[src/rtl/dcf_pkg.sv]
// DCF77 encoder shared definitions: frame layout, default tick timing, time fields.
package dcf_pkg;

  localparam int unsigned DCF_FRAME_BITS    = 59;
  localparam int unsigned DCF_BIT_START     = 20;
  localparam int unsigned DCF_BIT_P1        = 28;
  localparam int unsigned DCF_BIT_P2        = 35;
  localparam int unsigned DCF_BIT_P3        = 58;

  localparam int unsigned DCF_TICKS_PER_SEC = 1024;
  localparam int unsigned DCF_T0_TICKS      = 102;
  localparam int unsigned DCF_T1_TICKS      = 205;

  // BCD time/date announced in the next frame; weekday is plain binary 1-7.
  typedef struct packed {
    logic [7:0] year;
    logic [4:0] month;
    logic [2:0] weekday;
    logic [5:0] day;
    logic [5:0] hour;
    logic [6:0] minute;
  } dcf_time_t;

endpackage

[src/rtl/dcf_frame_builder.sv]
// Combinational packing of time fields into a 59-bit DCF77 frame with even parity.
// Optional DCF_ENC_FAULT_INJECT_EN adds inject_parity_err, which inverts P3.
module dcf_frame_builder
  import dcf_pkg::*;
(
  input  dcf_time_t                 tm,
  input  logic                      cest,
`ifdef DCF_ENC_FAULT_INJECT_EN
  input  logic                      inject_parity_err,
`endif
  output logic [DCF_FRAME_BITS-1:0] frame
);

  logic p1;
  logic p2;
  logic p3;

  // Even parity per group, then concatenate fields MSB (bit 58) down to bit 0.
  always_comb begin
    p1 = ^tm.minute;
    p2 = ^tm.hour;
`ifdef DCF_ENC_FAULT_INJECT_EN
    p3 = (^{tm.year, tm.month, tm.weekday, tm.day}) ^ inject_parity_err;
`else
    p3 = ^{tm.year, tm.month, tm.weekday, tm.day};
`endif
    frame = {p3, tm.year, tm.month, tm.weekday, tm.day, p2, tm.hour, p1,
             tm.minute, 1'b1, 1'b0, ~cest, cest, 17'b0};
  end

endmodule

[src/rtl/dcf_encoder.sv]
// DCF77 time-code transmitter timed by a 1024 Hz clock enable.
// Optional DCF_ENC_FAULT_INJECT_EN adds inject_parity_err (inverts P3 of one frame).
module dcf_encoder
  import dcf_pkg::*;
#(
  parameter int unsigned TICKS_PER_SEC = DCF_TICKS_PER_SEC,
  parameter int unsigned T0_TICKS      = DCF_T0_TICKS,
  parameter int unsigned T1_TICKS      = DCF_T1_TICKS
) (
  input  logic       clk,
  input  logic       reset_n,
  input  logic       enable,
  input  logic       ce_1024Hz,
  input  logic       cest,
  input  logic [6:0] minute,
  input  logic [5:0] hour,
  input  logic [5:0] day,
  input  logic [2:0] weekday,
  input  logic [4:0] month,
  input  logic [7:0] year,
`ifdef DCF_ENC_FAULT_INJECT_EN
  input  logic       inject_parity_err,
`endif
  output logic       dcf_out,
  output logic [5:0] second_idx,
  output logic       minute_start
);

  localparam logic [9:0] TICK_MAX = 10'(TICKS_PER_SEC - 1);
  localparam logic [9:0] LEN0     = 10'(T0_TICKS);
  localparam logic [9:0] LEN1     = 10'(T1_TICKS);
  localparam logic [5:0] LAST_SEC = 6'd59;

  dcf_time_t                 tm;
  logic [DCF_FRAME_BITS-1:0] built;
  logic [DCF_FRAME_BITS-1:0] frame;
  logic [DCF_FRAME_BITS-1:0] frame_nxt;
  logic [63:0]               frame_ext;
  logic [9:0]                tick_cnt;
  logic [9:0]                tick_nxt;
  logic [9:0]                pulse_len;
  logic [5:0]                sec_nxt;
  logic                      wrap;
  logic                      load;
  logic                      pulse;

  assign tm = '{year: year, month: month, weekday: weekday, day: day,
                hour: hour, minute: minute};

  dcf_frame_builder u_builder (
    .tm                (tm),
    .cest              (cest),
`ifdef DCF_ENC_FAULT_INJECT_EN
    .inject_parity_err (inject_parity_err),
`endif
    .frame             (built)
  );

  // Next-state of the counters and frame; dcf_out is derived from these so the
  // output register reflects the new second in the same cycle the counters wrap.
  always_comb begin
    wrap      = (tick_cnt == TICK_MAX);
    tick_nxt  = wrap ? '0 : tick_cnt + 10'd1;
    sec_nxt   = second_idx;
    if (wrap) begin
      sec_nxt = (second_idx == LAST_SEC) ? '0 : second_idx + 6'd1;
    end
    load      = wrap && (second_idx == LAST_SEC);
    frame_nxt = load ? built : frame;
    frame_ext = {5'b0, frame_nxt};
    pulse_len = frame_ext[sec_nxt] ? LEN1 : LEN0;
    pulse     = (sec_nxt != LAST_SEC) && (tick_nxt < pulse_len);
  end

  // Tick/second counters, frame register and registered outputs.
  always_ff @(posedge clk or negedge reset_n) begin
    if (!reset_n) begin
      tick_cnt     <= '0;
      second_idx   <= LAST_SEC;
      frame        <= '0;
      dcf_out      <= 1'b1;
      minute_start <= 1'b0;
    end else if (!enable) begin
      tick_cnt     <= '0;
      second_idx   <= LAST_SEC;
      frame        <= '0;
      dcf_out      <= 1'b1;
      minute_start <= 1'b0;
    end else if (ce_1024Hz) begin
      tick_cnt     <= tick_nxt;
      second_idx   <= sec_nxt;
      frame        <= frame_nxt;
      dcf_out      <= ~pulse;
      minute_start <= load;
    end else begin
      minute_start <= 1'b0;
    end
  end

endmodule

[config.mk]
export PLATFORM = sky130hd
export DESIGN_NAME = dcf_encoder
export DESIGN_NICKNAME = d
export VERILOG_FILES = /design/src/rtl/dcf_pkg.sv /design/src/rtl/dcf_frame_builder.sv /design/src/rtl/dcf_encoder.sv
export SDC_FILE = /design/constraint.sdc
export NUM_CORES = 1
export LEC_CHECK = 0
export CELL_PAD_IN_SITES_DETAIL_PLACEMENT = 0
export CELL_PAD_IN_SITES_GLOBAL_PLACEMENT = 1
export CORE_MARGIN = 5
export CORE_UTILIZATION = 49
export CTS_BUF_LIST = sky130_fd_sc_hd__clkbuf_8
export DETAILED_ROUTE_END_ITERATION = 16
export PLACE_DENSITY = 0.91
export SYNTH_ARGS = -nofsm -noshare
export SYNTH_HDL_FRONTEND = slang
export SYNTH_SLANG_ARGS = --single-unit
[constraint.sdc]
create_clock -name clk -period 6.8 [get_ports clk]
set_input_delay 1.36 -clock clk [delete_from_list [all_inputs] [get_ports clk]]
set_output_delay 1.36 -clock clk [all_outputs]
set_load 0.02 [all_outputs]
==> results.sh <==
export IMPL_port_buffers=47
export IMPL_cts_root_buf="clkbuf_8"
export IMPL_start_util=0.497
export IMPL_stdcell_count=711
export IMPL_critPathCapture="dcf_out"
export IMPL_cp_arrival_ns=5.34
export IMPL_antenna_found_initial=0
export IMPL_drt_total_wl_mm=12.5
export IMPL_placementRows=36
export IMPL_drtIter0Drc=334
export IMPL_cts_tree="done"
export IMPL_clkSinkCount=77
export IMPL_syn_area_sq_mm=0.00479
export IMPL_post_route_util=0.572
export IMPL_holdCritPathClass="reg -> reg"
export IMPL_core_area_sq_mm=0.00964
export IMPL_critPathLaunchType="flip-flop"
export IMPL_postPlaceCellArea_sq_mm=0.00529
export IMPL_yosysSeqAreaShare=0.404
export IMPL_antenna_cells=0
export IMPL_area_growth_pct=15.1
export IMPL_grt_overflow=0
export IMPL_setup_slack_ns=1.73
export IMPL_rsz0062_at_grt="no"
export IMPL_die_area_sq_mm=0.0119
export IMPL_drive_gt1_frac=0.0692
export IMPL_grt_max_degree=78
export IMPL_die_w_microns=109
export IMPL_ys_ff_latch=77
export IMPL_syn_nets=594
export IMPL_vias=4195
export IMPL_fillers=933
export IMPL_final_antenna_net_count=0
export IMPL_worst_pin_slew_ns=1.05
export IMPL_clock_path_buffers=2
export IMPL_critPathKind="reg -> reg"
export IMPL_grt_pass1_vias=4111
export IMPL_layout_commonest_cell="nand2_1"
export IMPL_vias_per_cell=5.90
export IMPL_path_clk_slew_ns=0.08
export IMPL_grt_total_usage=0.223
export IMPL_slew_headroom=0.283
export IMPL_async_reset_ff_frac=1.00
export IMPL_synth_top_family_by_area="simple AND/OR/NAND/NOR gates"
export IMPL_drv_slew=0
export IMPL_die_h_microns=109
export IMPL_fmax_ghz=0.197
export IMPL_avgSynthCellArea_sq_um=8.74
export IMPL_maxCapViolCount=0
export IMPL_gp_congestion=0.911
export IMPL_synth_compound_area_frac=0.187
export IMPL_fin_area_sq_mm=0.00551
export IMPL_postCtsHoldBufs=0
export IMPL_cp_max_fo=21
export IMPL_ys_types=57
export IMPL_cp_end_kind="flip-flop"
export IMPL_synth_xor_area_share=0.0768
export IMPL_final_setup_viol_count=0
export IMPL_cts_buffers=9
export IMPL_dp_cells=695
export IMPL_leakagePower_uw=0.00235
export IMPL_wire_per_inst_microns=17.6
export IMPL_synth_area_mux_share=0.0488
export IMPL_ys_warn_count=0
export IMPL_drtPass1Iterations=6
export IMPL_drc=0
export IMPL_io_pins=48
export IMPL_worstSetupStartpoint="tick_cnt[0]"
export IMPL_hpwlAfterDp_mm=8.53
export IMPL_post_cts_buffers=0
export IMPL_post_route_min_period_ns=5.07
export IMPL_cts_resized_gates=0
export IMPL_hold_violations=0
export IMPL_grt_pass1_wl_mm=20.7
export IMPL_powerDensity_mw_per_mm2=185
export IMPL_htreeDepth=3
export IMPL_r2r_start="tick_cnt[0]"
export IMPL_layout_nets=619
export IMPL_finalCritPeriodShare=0.745
export IMPL_synth_cells=548
export IMPL_status="complete, no violations"
export IMPL_rrSetupSlack_ns=1.73
export IMPL_synthSimpleGateAreaFrac=0.228
export IMPL_peakVddDrop_v=0.000126
export IMPL_clock_latency_ns=0.36
export IMPL_clock_skew_ns=0.0135
export IMPL_dp_slack_ns=1.80
export IMPL_synth_adder_area_share=0.0157
export IMPL_tns_ns=0
export IMPL_mostFrequentLayoutCells="nand2_1, dfrtp_1, clkdlybuf4s50_1"
export IMPL_required_ns=7.08
export IMPL_r2r_cells=17
export IMPL_synthFlopType="dfrtp_1"
export IMPL_rr_endpoint="dcf_out"
export IMPL_synth_edf_count=0
[cell families (layout without fill, tap and decap cells)]
kind of cell | count (synthesis) | in the layout
AO/OA/AOI/OAI | 122 | 122
AND/OR/NAND/NOR | 234 | 234
multiplexers | 23 | 23
XOR/XNOR | 42 | 42
flip-flops | 77 | 77
buffers and inverters | 44 | 74
adder cells (fa/ha/maj) | 6 | 6
[power by group]
group | leakage, uW | internal, uW | switching, uW
Sequential | 0.00105 | 462 | 6.50
Combinational | 0.00119 | 72.1 | 80.4
Clock | 0.000110 | 209 | 189
Total | 0.00235 | 742 | 275
[cell usage after synthesis, types with 3 or more instances]
library cell / n / area [sq um]
nor4_1: 3 / 18.8
nand4_1: 7 / 43.8
o221ai_1: 5 / 43.8
o22ai_1: 8 / 50.1
inv_1: 7 / 26.3
mux2_2: 3 / 33.8
nor3_1: 4 / 20.0
o31a_1: 4 / 35.0
o31ai_1: 3 / 22.5
a31oi_1: 4 / 25.0
nand2b_1: 3 / 18.8
and3_1: 22 / 138
xor2_1: 9 / 78.8
o211ai_1: 8 / 60.1
nor2b_1: 6 / 37.5
and2_1: 10 / 62.6
nand3_1: 14 / 70.1
buf_2: 11 / 55.1
dfstp_2: 6 / 158
ha_1: 6 / 75.1
o21ai_0: 12 / 60.1
clkbuf_1: 22 / 82.6
a211oi_1: 4 / 30.0
mux2i_1: 20 / 200
dfrtp_1: 71 / 1780
a21boi_0: 40 / 300
xnor2_1: 33 / 289
a221oi_1: 4 / 35.0
nand2_1: 126 / 473
a21oi_1: 9 / 45.0
nor2_1: 28 / 105
[registers in the layout, summed over array words and instances, names as in the netlist]
| signal | flops |
|---|---|
| second_idx | 6 |
| tick_cnt | 10 |
| dcf_out | 1 |
| minute_start | 1 |
| frame | 59 |
[final cells by class]
class | count | area [sq um] | area share
repair buffers | 51 | 493 | 0.0894
flip-flops and latches | 77 | 1930 | 0.351
clock inverters | 7 | 98.8 | 0.0179
well taps | 133 | 166 | 0.0302
inverters | 7 | 26.3 | 0.00477
multi-input cells | 427 | 2670 | 0.484
clock buffers | 9 | 124 | 0.0225
[routing by layer]
metal / global-route usage / wire [microns] / vias up
li1: - / - / 1982
met4: 0.0676 / 216 / 0
met5: 0 / 0 / -
met3: 0.0397 / 773 / 26
met1: 0.315 / 5730 / 2031
met2: 0.351 / 5770 / 156
[critical path: stages (launching register included)]
cell and delay (ns):
dfrtp_1 0.39, ha_1 0.25, nand3_2 0.19, nor3_4 0.74, mux2i_2 0.96, o22ai_1 0.17, o31a_1 0.27, o31a_1 0.27
nand4_1 0.09, o21a_1 0.23, inv_1 0.09, ha_1 0.18, o21a_1 0.18, nor2_1 0.08, o21ai_0 0.12, or2_2 0.31
nor4_1 0.32, a211oi_2 0.13
[metrics by stage]
stage	total power (uW)	hold slack, ns
3_5_place_dp	629	0.491
4_1_cts	1020	0.511
2_1_floorplan	568	0.454
3_3_place_gp	627	0.467
6_report	1020	0.508
5_1_grt	1060	0.543
[how the worst min path moves through the flow]
stage	startpoint	endpoint	slack [ns]	cells past startpoint
2_1_floorplan	frame[20]	frame[20]	0.45	1
3_3_place_gp	frame[20]	frame[20]	0.47	1
3_5_place_dp	frame[20]	frame[20]	0.49	1
4_1_cts	frame[20]	frame[20]	0.51	1
5_1_grt	frame[3]	frame[3]	0.54	1
6_report	frame[20]	frame[20]	0.51	1
Power figures use the tool's default switching activity.
